### config.mk
export PLATFORM = sky130hd
export DESIGN_NAME = exec_pipe_dpath_flat
export DESIGN_NICKNAME = d
export VERILOG_FILES = /design/src/rtl/exec_pipe_dpath_if.sv /design/src/rtl/exec_pipe_dpath.sv /design/src/flat_wrapper.sv
export SDC_FILE = /design/constraint.sdc
export NUM_CORES = 1
export LEC_CHECK = 0
export ABC_AREA = 1
export CAP_MARGIN = 0
export CELL_PAD_IN_SITES_DETAIL_PLACEMENT = 1
export CELL_PAD_IN_SITES_GLOBAL_PLACEMENT = 2
export CORE_AREA = 2 2 182 184
export DETAILED_ROUTE_END_ITERATION = 12
export DIE_AREA = 0 0 184 186
export GPL_TIMING_DRIVEN = 1
export HOLD_SLACK_MARGIN = 0.12
export PLACE_DENSITY = 0.9
export REMOVE_ABC_BUFFERS = 1
export SYNTH_ARGS = -nofsm -noshare
export SYNTH_HDL_FRONTEND = slang
export SYNTH_SLANG_ARGS = --single-unit
### constraint.sdc
create_clock -name clk -period 9.7 [get_ports clk]
set_input_delay 1.455 -clock clk [delete_from_list [all_inputs] [get_ports clk]]
set_output_delay 1.455 -clock clk [all_outputs]
set_load 0.02 [all_outputs]
### src/rtl/exec_pipe_dpath_if.sv
// Bundle of entry, control, bypass and write-back signals for exec_pipe_dpath.
// The master modport drives the operation and lookups; the slave modport is the datapath.
interface exec_pipe_dpath_if #(
    parameter int WIDTH = 32
);
    logic             in_val;
    logic [1:0]       in_fn;
    logic [WIDTH-1:0] in_op1;
    logic [WIDTH-1:0] in_op2;
    logic [4:0]       in_waddr;
    logic             stall;
    logic             squash;
    logic [4:0]       byp_addr0;
    logic [4:0]       byp_addr1;
    logic             byp_hit0;
    logic             byp_hit1;
    logic [WIDTH-1:0] byp_data0;
    logic [WIDTH-1:0] byp_data1;
    logic             out_val;
    logic [4:0]       out_waddr;
    logic [WIDTH-1:0] out_data;
    logic             eq_X;

    modport master (
        output in_val, in_fn, in_op1, in_op2, in_waddr, stall, squash,
        output byp_addr0, byp_addr1,
        input  byp_hit0, byp_hit1, byp_data0, byp_data1,
        input  out_val, out_waddr, out_data, eq_X
    );

    modport slave (
        input  in_val, in_fn, in_op1, in_op2, in_waddr, stall, squash,
        input  byp_addr0, byp_addr1,
        output byp_hit0, byp_hit1, byp_data0, byp_data1,
        output out_val, out_waddr, out_data, eq_X
    );
endinterface

### src/rtl/exec_pipe_dpath.sv
// Execute-stage result pipeline: ALU result, NSTAGES-deep hold/squash pipe, youngest-first bypass.
// Optional multiplier enabled by defining EXEC_PIPE_DPATH_MUL_EN; otherwise fn=2 yields 0.
module exec_pipe_dpath #(
    parameter int WIDTH   = 32,
    parameter int NSTAGES = 3
) (
    input logic                clk,
    input logic                rst,
    exec_pipe_dpath_if.slave   bus
);
    logic [NSTAGES-1:0]            r_val;
    logic [NSTAGES-1:0][4:0]       r_waddr;
    logic [NSTAGES-1:0][WIDTH-1:0] r_data;

    logic [WIDTH-1:0] w_result;
    logic             w_hit0;
    logic             w_hit1;
    logic [WIDTH-1:0] w_data0;
    logic [WIDTH-1:0] w_data1;

    // NOTE: every always_comb output gets a default first so no path can infer a latch.
    always_comb begin
        w_result = '0;
        case (bus.in_fn)
            2'd0: w_result = bus.in_op1 + bus.in_op2;
            2'd1: w_result = {{(WIDTH-1){1'b0}}, (bus.in_op1 == bus.in_op2)};
`ifdef EXEC_PIPE_DPATH_MUL_EN
            2'd2: w_result = bus.in_op1 * bus.in_op2;
`else
            2'd2: w_result = '0;
`endif
            2'd3: w_result = bus.in_op2;
        endcase
    end

    // NOTE: the data/address registers are reset too, because the write-back and
    // bypass outputs must read as zero straight out of reset, not just be marked invalid.
    // NOTE: sequential state uses non-blocking assignments so every stage samples
    // its predecessor's pre-edge value.
    always_ff @(posedge clk or posedge rst) begin
        if (rst) begin
            r_val   <= '0;
            r_waddr <= '0;
            r_data  <= '0;
        end else if (bus.stall) begin
            // Squash still kills the entry slot while everything else is frozen.
            if (bus.squash) r_val[0] <= 1'b0;
        end else begin
            r_val[0]   <= bus.in_val & ~bus.squash;
            r_waddr[0] <= bus.in_waddr;
            r_data[0]  <= w_result;
            for (int k = 1; k < NSTAGES; k++) begin
                r_val[k]   <= r_val[k-1];
                r_waddr[k] <= r_waddr[k-1];
                r_data[k]  <= r_data[k-1];
            end
        end
    end

    // Scan oldest to youngest so the lowest-index match overwrites older ones.
    always_comb begin
        w_hit0  = 1'b0;
        w_hit1  = 1'b0;
        w_data0 = '0;
        w_data1 = '0;
        for (int k = NSTAGES - 1; k >= 0; k--) begin
            if (r_val[k] && (r_waddr[k] != 5'd0) && (r_waddr[k] == bus.byp_addr0)) begin
                w_hit0  = 1'b1;
                w_data0 = r_data[k];
            end
            if (r_val[k] && (r_waddr[k] != 5'd0) && (r_waddr[k] == bus.byp_addr1)) begin
                w_hit1  = 1'b1;
                w_data1 = r_data[k];
            end
        end
    end

    assign bus.byp_hit0  = w_hit0;
    assign bus.byp_hit1  = w_hit1;
    assign bus.byp_data0 = w_data0;
    assign bus.byp_data1 = w_data1;
    assign bus.out_val   = r_val[NSTAGES-1] & ~bus.stall;
    assign bus.out_waddr = r_waddr[NSTAGES-1];
    assign bus.out_data  = r_data[NSTAGES-1];
    assign bus.eq_X      = r_data[0][0];
endmodule
### src/flat_wrapper.sv
// flat-port wrapper written by rule: the top's interface ports become plain ports
module exec_pipe_dpath_flat 
#(
    parameter int WIDTH   = 32,
    parameter int NSTAGES = 3
)
  (clk, rst, bus_in_val, bus_in_fn, bus_in_op1, bus_in_op2, bus_in_waddr, bus_stall, bus_squash, bus_byp_addr0, bus_byp_addr1, bus_byp_hit0, bus_byp_hit1, bus_byp_data0, bus_byp_data1, bus_out_val, bus_out_waddr, bus_out_data, bus_eq_X);
  exec_pipe_dpath_if #(.WIDTH(WIDTH)) bus_i ();
  input logic clk;
  input logic rst;
  input wire logic [$bits(bus_i.in_val)-1:0] bus_in_val;
  input wire logic [$bits(bus_i.in_fn)-1:0] bus_in_fn;
  input wire logic [$bits(bus_i.in_op1)-1:0] bus_in_op1;
  input wire logic [$bits(bus_i.in_op2)-1:0] bus_in_op2;
  input wire logic [$bits(bus_i.in_waddr)-1:0] bus_in_waddr;
  input wire logic [$bits(bus_i.stall)-1:0] bus_stall;
  input wire logic [$bits(bus_i.squash)-1:0] bus_squash;
  input wire logic [$bits(bus_i.byp_addr0)-1:0] bus_byp_addr0;
  input wire logic [$bits(bus_i.byp_addr1)-1:0] bus_byp_addr1;
  output wire logic [$bits(bus_i.byp_hit0)-1:0] bus_byp_hit0;
  output wire logic [$bits(bus_i.byp_hit1)-1:0] bus_byp_hit1;
  output wire logic [$bits(bus_i.byp_data0)-1:0] bus_byp_data0;
  output wire logic [$bits(bus_i.byp_data1)-1:0] bus_byp_data1;
  output wire logic [$bits(bus_i.out_val)-1:0] bus_out_val;
  output wire logic [$bits(bus_i.out_waddr)-1:0] bus_out_waddr;
  output wire logic [$bits(bus_i.out_data)-1:0] bus_out_data;
  output wire logic [$bits(bus_i.eq_X)-1:0] bus_eq_X;
  assign bus_i.in_val = bus_in_val;
  assign bus_i.in_fn = bus_in_fn;
  assign bus_i.in_op1 = bus_in_op1;
  assign bus_i.in_op2 = bus_in_op2;
  assign bus_i.in_waddr = bus_in_waddr;
  assign bus_i.stall = bus_stall;
  assign bus_i.squash = bus_squash;
  assign bus_i.byp_addr0 = bus_byp_addr0;
  assign bus_i.byp_addr1 = bus_byp_addr1;
  assign bus_byp_hit0 = bus_i.byp_hit0;
  assign bus_byp_hit1 = bus_i.byp_hit1;
  assign bus_byp_data0 = bus_i.byp_data0;
  assign bus_byp_data1 = bus_i.byp_data1;
  assign bus_out_val = bus_i.out_val;
  assign bus_out_waddr = bus_i.out_waddr;
  assign bus_out_data = bus_i.out_data;
  assign bus_eq_X = bus_i.eq_X;
  exec_pipe_dpath #(.WIDTH(WIDTH), .NSTAGES(NSTAGES)) u_core (.clk(clk), .rst(rst), .bus(bus_i));
endmodule
==> results of run 1 <==
[per-layer routing]
layer / part of all wire [%] / track usage, % / wire, µm / up-vias
met1: 45 / 28.43 / 17090 / 4989
li1: - / - / - / 5114
met5: 0 / 0 / 0 / -
met2: 49 / 39.79 / 18650 / 225
met3: 3.2 / 2.700 / 1199 / 47
met4: 2.0 / 6.688 / 763 / 0
[logic make-up after synthesis]
logic type               after synthesis  synth area share, %
flip-flops                           114                29.84
XOR/XNOR                              38                3.481
adder cells (fa/ha/maj)               32                4.266
buffers and inverters                292                13.38
AO/OA/AOI/OAI                        142                7.787
AND/OR/NAND/NOR                      945                41.25
[worst min path at each step]
stage	to	slack (ps)	cells past startpoint
detailed placement	u_core.r_data[33]	480	2
CTS	u_core.r_data[33]	490	2
finish	u_core.r_data[33]	490	2
global placement	u_core.r_data[32]	470	2
global route	u_core.r_data[33]	550	2
floorplan	u_core.r_data[32]	450	2
[power breakdown]
| group | switching [mW] | leakage, nW | internal (mW) |
|---|---|---|---|
| clock | 0.235 | 0.289 | 0.430 |
| combinational | 0.297 | 4.54 | 0.175 |
| sequential | 0.0659 | 1.42 | 0.535 |
[registers in the layout (all words and copies together) (netlist names)]
signal                cells
u_core.r_waddr           10
u_core.bus.out_waddr      5
u_core.r_data            63
u_core.bus.out_data      32
u_core.r_val              3
u_core.bus.eq_X           1
[stage by stage]
step / instance area [µm²] / utilization [%] / std cells / setup WS (ps)
6_report: 12100 / 37.58 / 2097 / 3525
4_1_cts: 12100 / 37.58 / 2097 / 3566
2_1_floorplan: 8969 / - / 1454 / 4743
3_3_place_gp: 11480 / 35.66 / 2065 / 3636
3_5_place_dp: 11480 / 35.66 / 2065 / 3584
5_1_grt: 12100 / 37.58 / 2097 / 3338
[layout by cell type, fill, tap and decap left out, types with 7 or more instances in the layout]
cell type	n
ha_1	31
nor4_1	7
a21oi_1	42
inv_1	177
dfrtp_1	114
clkbuf_16	17
nor3_1	7
clkdlybuf4s50_1	189
o21ai_0	82
buf_4	13
nand3_1	208
nor2_1	75
a31oi_1	10
nand2_1	629
nand4_1	8
xor2_1	29
xnor2_1	9
[final cells by class]
type                       instances  area, µm²
inverter                         183      690.7
multi-input combinational       1157       5436
clock inverter                    13      186.4
sequential                       114       2853
fill                            4184      20100
clock buffer                      19      432.9
tap                              408      510.5
timing repair buffer             203       1994
[critical path, cell delays in order]
cell and delay, ps:
clkdlybuf4s50_1 520, xor2_1 240, nor4_4 260, buf_4 460, nand2_2 610, nand2_1 240, nand3_1 90, nand2_1 170
clkdlybuf4s50_1 640
==> reports/metrics.yaml, run 1 <==
logic_synthesis:
  synth_top_area_share_pct: 29.84
  ys_warn_count: 0
  ys_types: 29
  postSynthAreaPerCell_um2: 6.117
  synth_area_leaders: "dfrtp_1, nand2_1, nand3_1"
  synthCells: 1563
  synthTopCellsByCount: "nand2_1, nand3_1, inv_1"
  synth_edf_count: 0
  ys_seq_area_share_pct: 29.84
  yosysMostFrequentCell: "nand2_1"
  synthArstFlopShare_pct: 100.0
  syn-cell-area_mm2: 0.009560
  yosysTopAreaCell: "dfrtp_1"
  ys.flop_type: "dfrtp_1"
  synth-seq-cells: 114
setup_path:
  rr_endpoint: "u_core.r_waddr[8]"
  reg2regPathDepth: 2
  cp_max_fo: 33
  end_kind: "primary output"
  required_ps: 8250
  reg2reg_slack_ps: 8810
  path_class: "input pin to primary output"
  startpoint_type: "input pin"
  r2r-start: "u_core.r_waddr[3]"
  crit_arrival_ps: 4720
  crit_end: "bus_byp_data1[25]"
  startpoint: "bus_byp_addr1[4]"
die:
  dieArea_mm2: 0.03422
  dieWidth_um: 184
  start_util_pct: 29.69
  rows: 66
  io_pins: 191
  core_mm2: 0.03221
  dieHeight_um: 186
cts:
  path_clk_slew_ps: 60
  cts_sinks: 114
  cts_hold_buf: 0
  worstSkewPairLatency_ps: 420
  cts-root-buf: "clkbuf_16"
  cts_buffers: 17
  cts_tree: "done"
  cts_resized: 0
  cts_setup_buffers: 0
  cts_buffer_depth: 2
  htreeDepth: 4
sta:
  max_clock_freq_mhz: 161.9
  hold_viol: 0
  hold_ws_ps: 492.6
  fin_crit_sh_pct: 63.66
  slew_violations: 0
  setup_violations: 0
  rsz0062_at_grt: "false"
  worst_pin_slew_ps: 950.4
  fin_worst_skew_ps: 9.706
  post-route-min-period_ps: 6175
  tns_ps: 0
  slew_headroom_pct: 36.64
global_routing:
  grt_pass1_vias: 10720
  gr-total-overflow: 0
  grt_max_degree: 76
  grt_pass1_wl_mm: 59.24
  antenna_found_initial: 0
  gr-usage-all-layers_pct: 22.40
power:
  power_density_mw_per_mm2: 143.6
  ir_drop_mv: 0.08354
  power_leakage_nw: 6.247
  power_mw: 1.738
detailed_routing:
  drtIter0Drc: 612
  vias_per_cell: 4.948
  wl_mm: 37.71
  firstDrtPassIters: 5
  drc: 0
  wl_per_cell_um: 17.98
  vias: 10380
  ant_nets: 0
finish:
  drive_gt1_share_pct: 3.375
  nNetsFinal: 1794
  antenna_cells: 0
  syn_to_final_growth_pct: 26.61
placement:
  place_hpwl_mm: 27.78
  port_buffers: 190
  gp_congestion: 0.8801
hold_path:
  hp-start: "u_core.r_data[33]"
  hold_class: "flip-flop to flip-flop"
job:
  maxCapViolations: 0
outcome:
  status: "finished clean"
(Power assumes the default switching activity.)
==> inputs of run 2 (changes only) <==
Settings changed: CORE_AREA 2 2 182 184 to 2 2 188 190, DIE_AREA 0 0 184 186 to 0 0 190 192, PLACE_DENSITY 0.9 to 0.85.
Clock period 9.7 ns to 6.3 ns, I/O delays scaled along.
==> run 2 against run 1 <==
Against the previous run:
- wire length increased by 2.7%
- total power increased by 54%
- design area increased by 0.51%
- clock-buffer cell count decreased by 1
- clock skew increased by 5.6 ps
- via count decreased by 1.1%
- sequential power increased by 54%
- non-clock buffer count unchanged
==> reports/metrics.yaml, run 2 (synthesis gave the netlist of run 1 again) <==
cts:
  cts_buffers: 17  # unchanged
  cts_sinks: 114  # unchanged
  worstSkewPairLatency_ps: 420  # about the same
  cts_tree: "done"
  cts_hold_buf: 0  # unchanged
  cts_buffer_depth: 2  # unchanged
  cts-root-buf: "clkbuf_16"
  htreeDepth: 4  # unchanged
  cts_resized: 0  # unchanged
  cts_setup_buffers: 0  # unchanged
  path_clk_slew_ps: 60  # about the same
sta:
  worst_pin_slew_ps: 906.3  # -44.12 ps
  slew_headroom_pct: 39.44  # +2.8 points
  max_clock_freq_mhz: 208.1
  tns_ps: 0  # unchanged
  post-route-min-period_ps: 4804
  rsz0062_at_grt: "false"
  slew_violations: 0  # unchanged
  fin_worst_skew_ps: 15.30  # +5.590 ps
  hold_ws_ps: 486.4  # -6.201 ps
  fin_crit_sh_pct: 76.26
  hold_viol: 0  # unchanged
  setup_violations: 0  # unchanged
die:
  rows: 68  # +3.0%
  core_mm2: 0.03429  # +6.5%
  dieHeight_um: 192  # +3.2%
  dieWidth_um: 190  # +3.3%
  io_pins: 191  # unchanged
  start_util_pct: 27.88  # -1.8 points
  dieArea_mm2: 0.03648  # +6.6%
placement:
  port_buffers: 190  # unchanged
  gp_congestion: 0.8898  # +1.1%
  place_hpwl_mm: 27.83  # +0.20%
hold_path:
  holdPathStages: 2  # unchanged
  hold_class: "flip-flop to flip-flop"
setup_path:
  cp_max_fo: 17  # -48%
  reg2regPathDepth: 2  # unchanged
  startpoint_type: "input pin"
  path_class: "input pin to primary output"
  required_ps: 5350  # -2900 ps
  crit_arrival_ps: 3860  # -860 ps
  end_kind: "primary output"
global_routing:
  met1_usage_pct: 28.09  # -0.34 points
  grt_util_met3_pct: 1.845  # -0.85 points
  use_met2_pct: 38.39  # -1.4 points
  gr-usage-all-layers_pct: 21.69  # -0.70 points
  top_usage_layer: "met2"
  grt_max_degree: 71  # -6.6%
  grt_pass1_vias: 10860  # +1.3%
  gr-total-overflow: 0  # unchanged
  antenna_found_initial: 0  # unchanged
  grt_pass1_wl_mm: 61.31  # +3.5%
power:
  power_mw: 2.685  # +54%
  power_density_mw_per_mm2: 220.7  # +54%
  p_sw_mw: 0.9532  # +59%
  power_leakage_nw: 6.264  # +0.28%
  combPwrFrac_pct: 27.1  # about the same
  ir_drop_mv: 0.1591  # +90%
  clkPwrFrac_pct: 38.3  # about the same
  p_seq_share_pct: 34.5  # about the same
  p_sw_share_pct: 35.50  # +1.1 points
  p_int_mw: 1.732  # +52%
finish:
  syn_to_final_growth_pct: 27.25
  largest_reg_flops: 63  # unchanged
  antenna_cells: 0  # unchanged
  nNetsFinal: 1794  # unchanged
  final_common_cell: "nand2_1"
  drive_gt1_share_pct: 3.493  # +0.12 points
  fill_cells: 4421  # +5.7%
  regMostFlops: "u_core.r_data"
  layout_common_cells: "nand2_1, nand3_1, clkdlybuf4s50_1"
detailed_routing:
  drc: 0  # unchanged
  vias_per_cell: 4.787  # -3.2%
  drtIter0Drc: 509  # -17%
  vias: 10260  # -1.1%
  wl_per_cell_um: 18.06  # +0.43%
  ant_nets: 0  # unchanged
  wl_mm: 38.72  # +2.7%
  firstDrtPassIters: 4  # -1
job:
  maxCapViolations: 0  # unchanged
outcome:
  status: "finished clean"
[run 2: worst max-delay path, stage by stage]
cell and delay, ps:
clkdlybuf4s50_1 510, xnor2_1 240, nand2_1 90, nor4_1 350, nand2_1 130, inv_1 460
buf_4 360, nand2_1 90, nand2_1 70, clkdlybuf4s50_1 600
[run 2: power groups by stage]
| stage | Combinational [mW] | Sequential (mW) | Clock, mW |
|---|---|---|---|
| 6_report | 0.729 | 0.927 | 1.03 |
| 2_1_floorplan | 0.379 | 0.941 | 0 |
| 5_1_grt | 0.815 | 0.941 | 1.08 |
| 4_1_cts | 0.738 | 0.927 | 1.05 |
| 3_5_place_dp | 0.734 | 0.940 | 0 |
| 3_3_place_gp | 0.721 | 0.938 | 0 |
[run 2: worst paths after layout]
check / from / end / slack, ps
min in group asynchronous: rst / u_core.bus.out_data[4] / 1010
max in group asynchronous: rst / u_core.r_data[15] / 3900
setup reg to reg: u_core.r_data[31] / u_core.r_data[63] / 5440
hold reg to reg: u_core.r_data[32] / u_core.r_data[32] / 490
setup / recovery: bus_byp_addr1[4] / bus_byp_data1[13] / 1500
hold / removal: u_core.r_data[32] / u_core.r_data[32] / 490
[run 2: routing by layer]
| metal | part of all wire [%] | vias up | wire, µm |
|---|---|---|---|
| met3 | 3.0 | 45 | 1173 |
| met2 | 49 | 204 | 18830 |
| met1 | 46 | 4911 | 17810 |
| li1 | - | 5103 | - |
| met5 | 0 | - | 0 |
| met4 | 2.3 | 0 | 905 |
[run 2: final cells by class]
class	count	area, µm²	share of cell area [%]
clock buffer	18	439.2	3.610
multi-input combinational	1157	5436	44.69
timing repair buffer	203	1997	16.41
inverter	183	691.9	5.688
sequential	114	2853	23.45
clock inverter	14	178.9	1.471
tap	455	569.3	4.680
[run 2: metrics by stage]
| stage | util [%] | cell area, µm² | worst slack (ps) | instances |
|---|---|---|---|---|
| after detailed placement | 33.68 | 11550 | 1479 | 2112 |
| after CTS | 35.48 | 12170 | 1469 | 2144 |
| after floorplan | - | 8969 | 2339 | 1454 |
| final | 35.48 | 12170 | 1496 | 2144 |
| after global routing | 35.48 | 12170 | 1252 | 2144 |
| after global placement | 33.68 | 11550 | 1618 | 2112 |
==> inputs of run 3 (changes only) <==
Clock period 6.3 ns to 4.9 ns, I/O delays scaled along.
==> run 3 against run 2 <==
Against the previous run:
- hold slack about the same
- global-route usage down 0.43 points
- cell count unchanged
- non-clock buffer count up 3
- die area unchanged
- setup slack worse by 880 ps
- design area up 0.21%
- via count up 0.86%
- sequential share of layout area about the same
- clock power up 29%
- critical endpoint is now bus_byp_data0[20]
- largest cell class unchanged
- largest power group unchanged
- highest routed layer unchanged
==> reports/metrics.yaml, run 3 (synthesis gave the netlist of run 1 again) <==
sta:
  worst_pin_slew_ps: 986.7  # +80.40 ps
  fin_crit_sh_pct: 87.42
  fin_worst_skew_ps: 8.558  # -6.738 ps
  tns_ps: 0  # unchanged
  post-route-min-period_ps: 4284
  setup_violations: 0  # unchanged
  slew_violations: 0  # unchanged
  hold_viol: 0  # unchanged
  max_clock_freq_mhz: 233.4
  rsz0062_at_grt: "false"
  slew_headroom_pct: 34.22  # -5.2 points
die:
  dieArea_mm2: 0.03648  # unchanged
  dieWidth_um: 190  # unchanged
  rows: 68  # unchanged
  io_pins: 191  # unchanged
  dieHeight_um: 192  # unchanged
  core_mm2: 0.03429  # unchanged
  start_util_pct: 27.88  # unchanged
global_routing:
  gr-total-overflow: 0  # unchanged
  grt_pass1_wl_mm: 60.29  # -1.7%
  antenna_found_initial: 0  # unchanged
  grt_pass1_vias: 10720  # -1.3%
  gr-usage-all-layers_pct: 21.26  # -0.43 points
  grt_max_degree: 101  # +42%
finish:
  largest_reg_flops: 63  # unchanged
  final_common_cell: "nand2_1"
  drive_gt1_share_pct: 3.434  # -0.059 points
  syn_to_final_growth_pct: 27.51
  final_core_util_pct: 35.55  # +0.073 points
  antenna_cells: 0  # unchanged
  regMostFlops: "u_core.r_data"
  nNetsFinal: 1797  # +0.17%
  layout_common_cells: "nand2_1, nand3_1, clkdlybuf4s50_1"
outcome:
  status: "finished clean"
setup_path:
  crit_arrival_ps: 3550  # -310 ps
  startpoint_type: "flip-flop"
  path_cells: "inv_2 > nand4_1 > o21ai_0 > inv_2 > nand2_2 > nand2_1 > nand3_1 > nand2_1 > clkdlybuf4s50_1"
  cp_max_fo: 37  # +20
  path_class: "flip-flop to primary output"
  required_ps: 4160  # -1190 ps
  crit_slowest_cell: "nand2_2"
  end_kind: "primary output"
  cp_slowest_stage_delay_ps: 690  # +90 ps
detailed_routing:
  highest_layer: "met4"
  wl_per_cell_um: 17.90  # -0.85%
  met2WireLength_mm: 18.79  # -0.24%
  wl_met3_mm: 1.219  # +3.9%
  m1WireLength_mm: 17.76  # -0.27%
  drtIter0Drc: 516  # +1.4%
  vias_per_cell: 4.828  # +0.86%
  drc: 0  # unchanged
  ant_nets: 0  # unchanged
  vias: 10350  # +0.86%
  firstDrtPassIters: 5  # +1
  wl_mm: 38.39  # -0.85%
hold_path:
  hold_class: "flip-flop to flip-flop"
power:
  power_leakage_nw: 6.280  # +0.24%
  ir_drop_mv: 0.1899  # +19%
  power_density_mw_per_mm2: 283.4  # +28%
cts:
  cts_setup_buffers: 0  # unchanged
  worstSkewPairLatency_ps: 420  # about the same
  cts_buffers: 17  # unchanged
  cts_buffer_depth: 2  # unchanged
  cts_hold_buf: 0  # unchanged
  cts-root-buf: "clkbuf_16"
  cts_sinks: 114  # unchanged
  path_clk_slew_ps: 60  # about the same
  cts_resized: 0  # unchanged
  cts_tree: "done"
  htreeDepth: 4  # unchanged
placement:
  place_hpwl_mm: 28.06  # +0.82%
  gp_congestion: 0.8764  # -1.5%
  port_buffers: 190  # unchanged
job:
  maxCapViolations: 0  # unchanged
-- run 3: per-layer routing --
layer / track usage (%) / vias to the layer above
met2: 37.35 / 204
met5: 0 / -
met4: 5.575 / 0
li1: - / 5109
met3: 2.375 / 36
met1: 27.65 / 5002
-- run 3: worst paths after layout --
check                                  start                       to  slack (ps)  cells after the start
max                        u_core.r_waddr[6]        bus_byp_data0[20]         620                      9
min                        u_core.r_data[33]        u_core.r_data[33]         490                      2
max reg2reg                u_core.r_waddr[1]        u_core.r_waddr[1]        4060                      2
min reg2reg                u_core.r_data[33]        u_core.r_data[33]         490                      2
max in group asynchronous                rst   u_core.bus.out_data[9]        3130                      3
min in group asynchronous                rst  u_core.bus.out_data[13]         810                      2
-- run 3: worst max-delay path: cells and delay by family (launching register included) --
kind | cells | cell delay, ps
AOI/OAI and AO/OA | 1 | 90
buffers and inverters | 3 | 1310
DFF | 1 | 440
and+or+nand+nor | 5 | 1290
-- run 3: stage by stage --
stage / worst slack (ps) / std cells / total power, mW / area, µm² / hold WS (ps)
floorplan: 1149 / 1454 / 1.696 / 8969 / 451.7
global placement: 748.0 / 2115 / 2.127 / 11570 / 468.7
detailed placement: 678.3 / 2115 / 2.148 / 11570 / 473.3
CTS: 564.9 / 2144 / 3.486 / 12190 / 489.1
global route: 413.8 / 2144 / 3.643 / 12190 / 528.1
finish: 616.4 / 2144 / 3.454 / 12190 / 485.9
-- run 3: layout make-up --
class / instances / area [µm²]
flip-flops and latches: 114 / 2853
clock buffers: 25 / 525.5
well taps: 455 / 569.3
repair buffers: 206 / 2019
multi-input cells: 1157 / 5436
fillers: 4434 / 22100
clock inverters: 4 / 95.09
inverters: 183 / 691.9
-- run 3: where the power goes --
part | leakage [nW] | internal, mW | switching, mW
Clock | 0.307 | 0.886 | 0.440
Sequential | 1.42 | 1.06 | 0.131
Combinational | 4.55 | 0.349 | 0.589
Total | 6.28 | 2.29 | 1.16
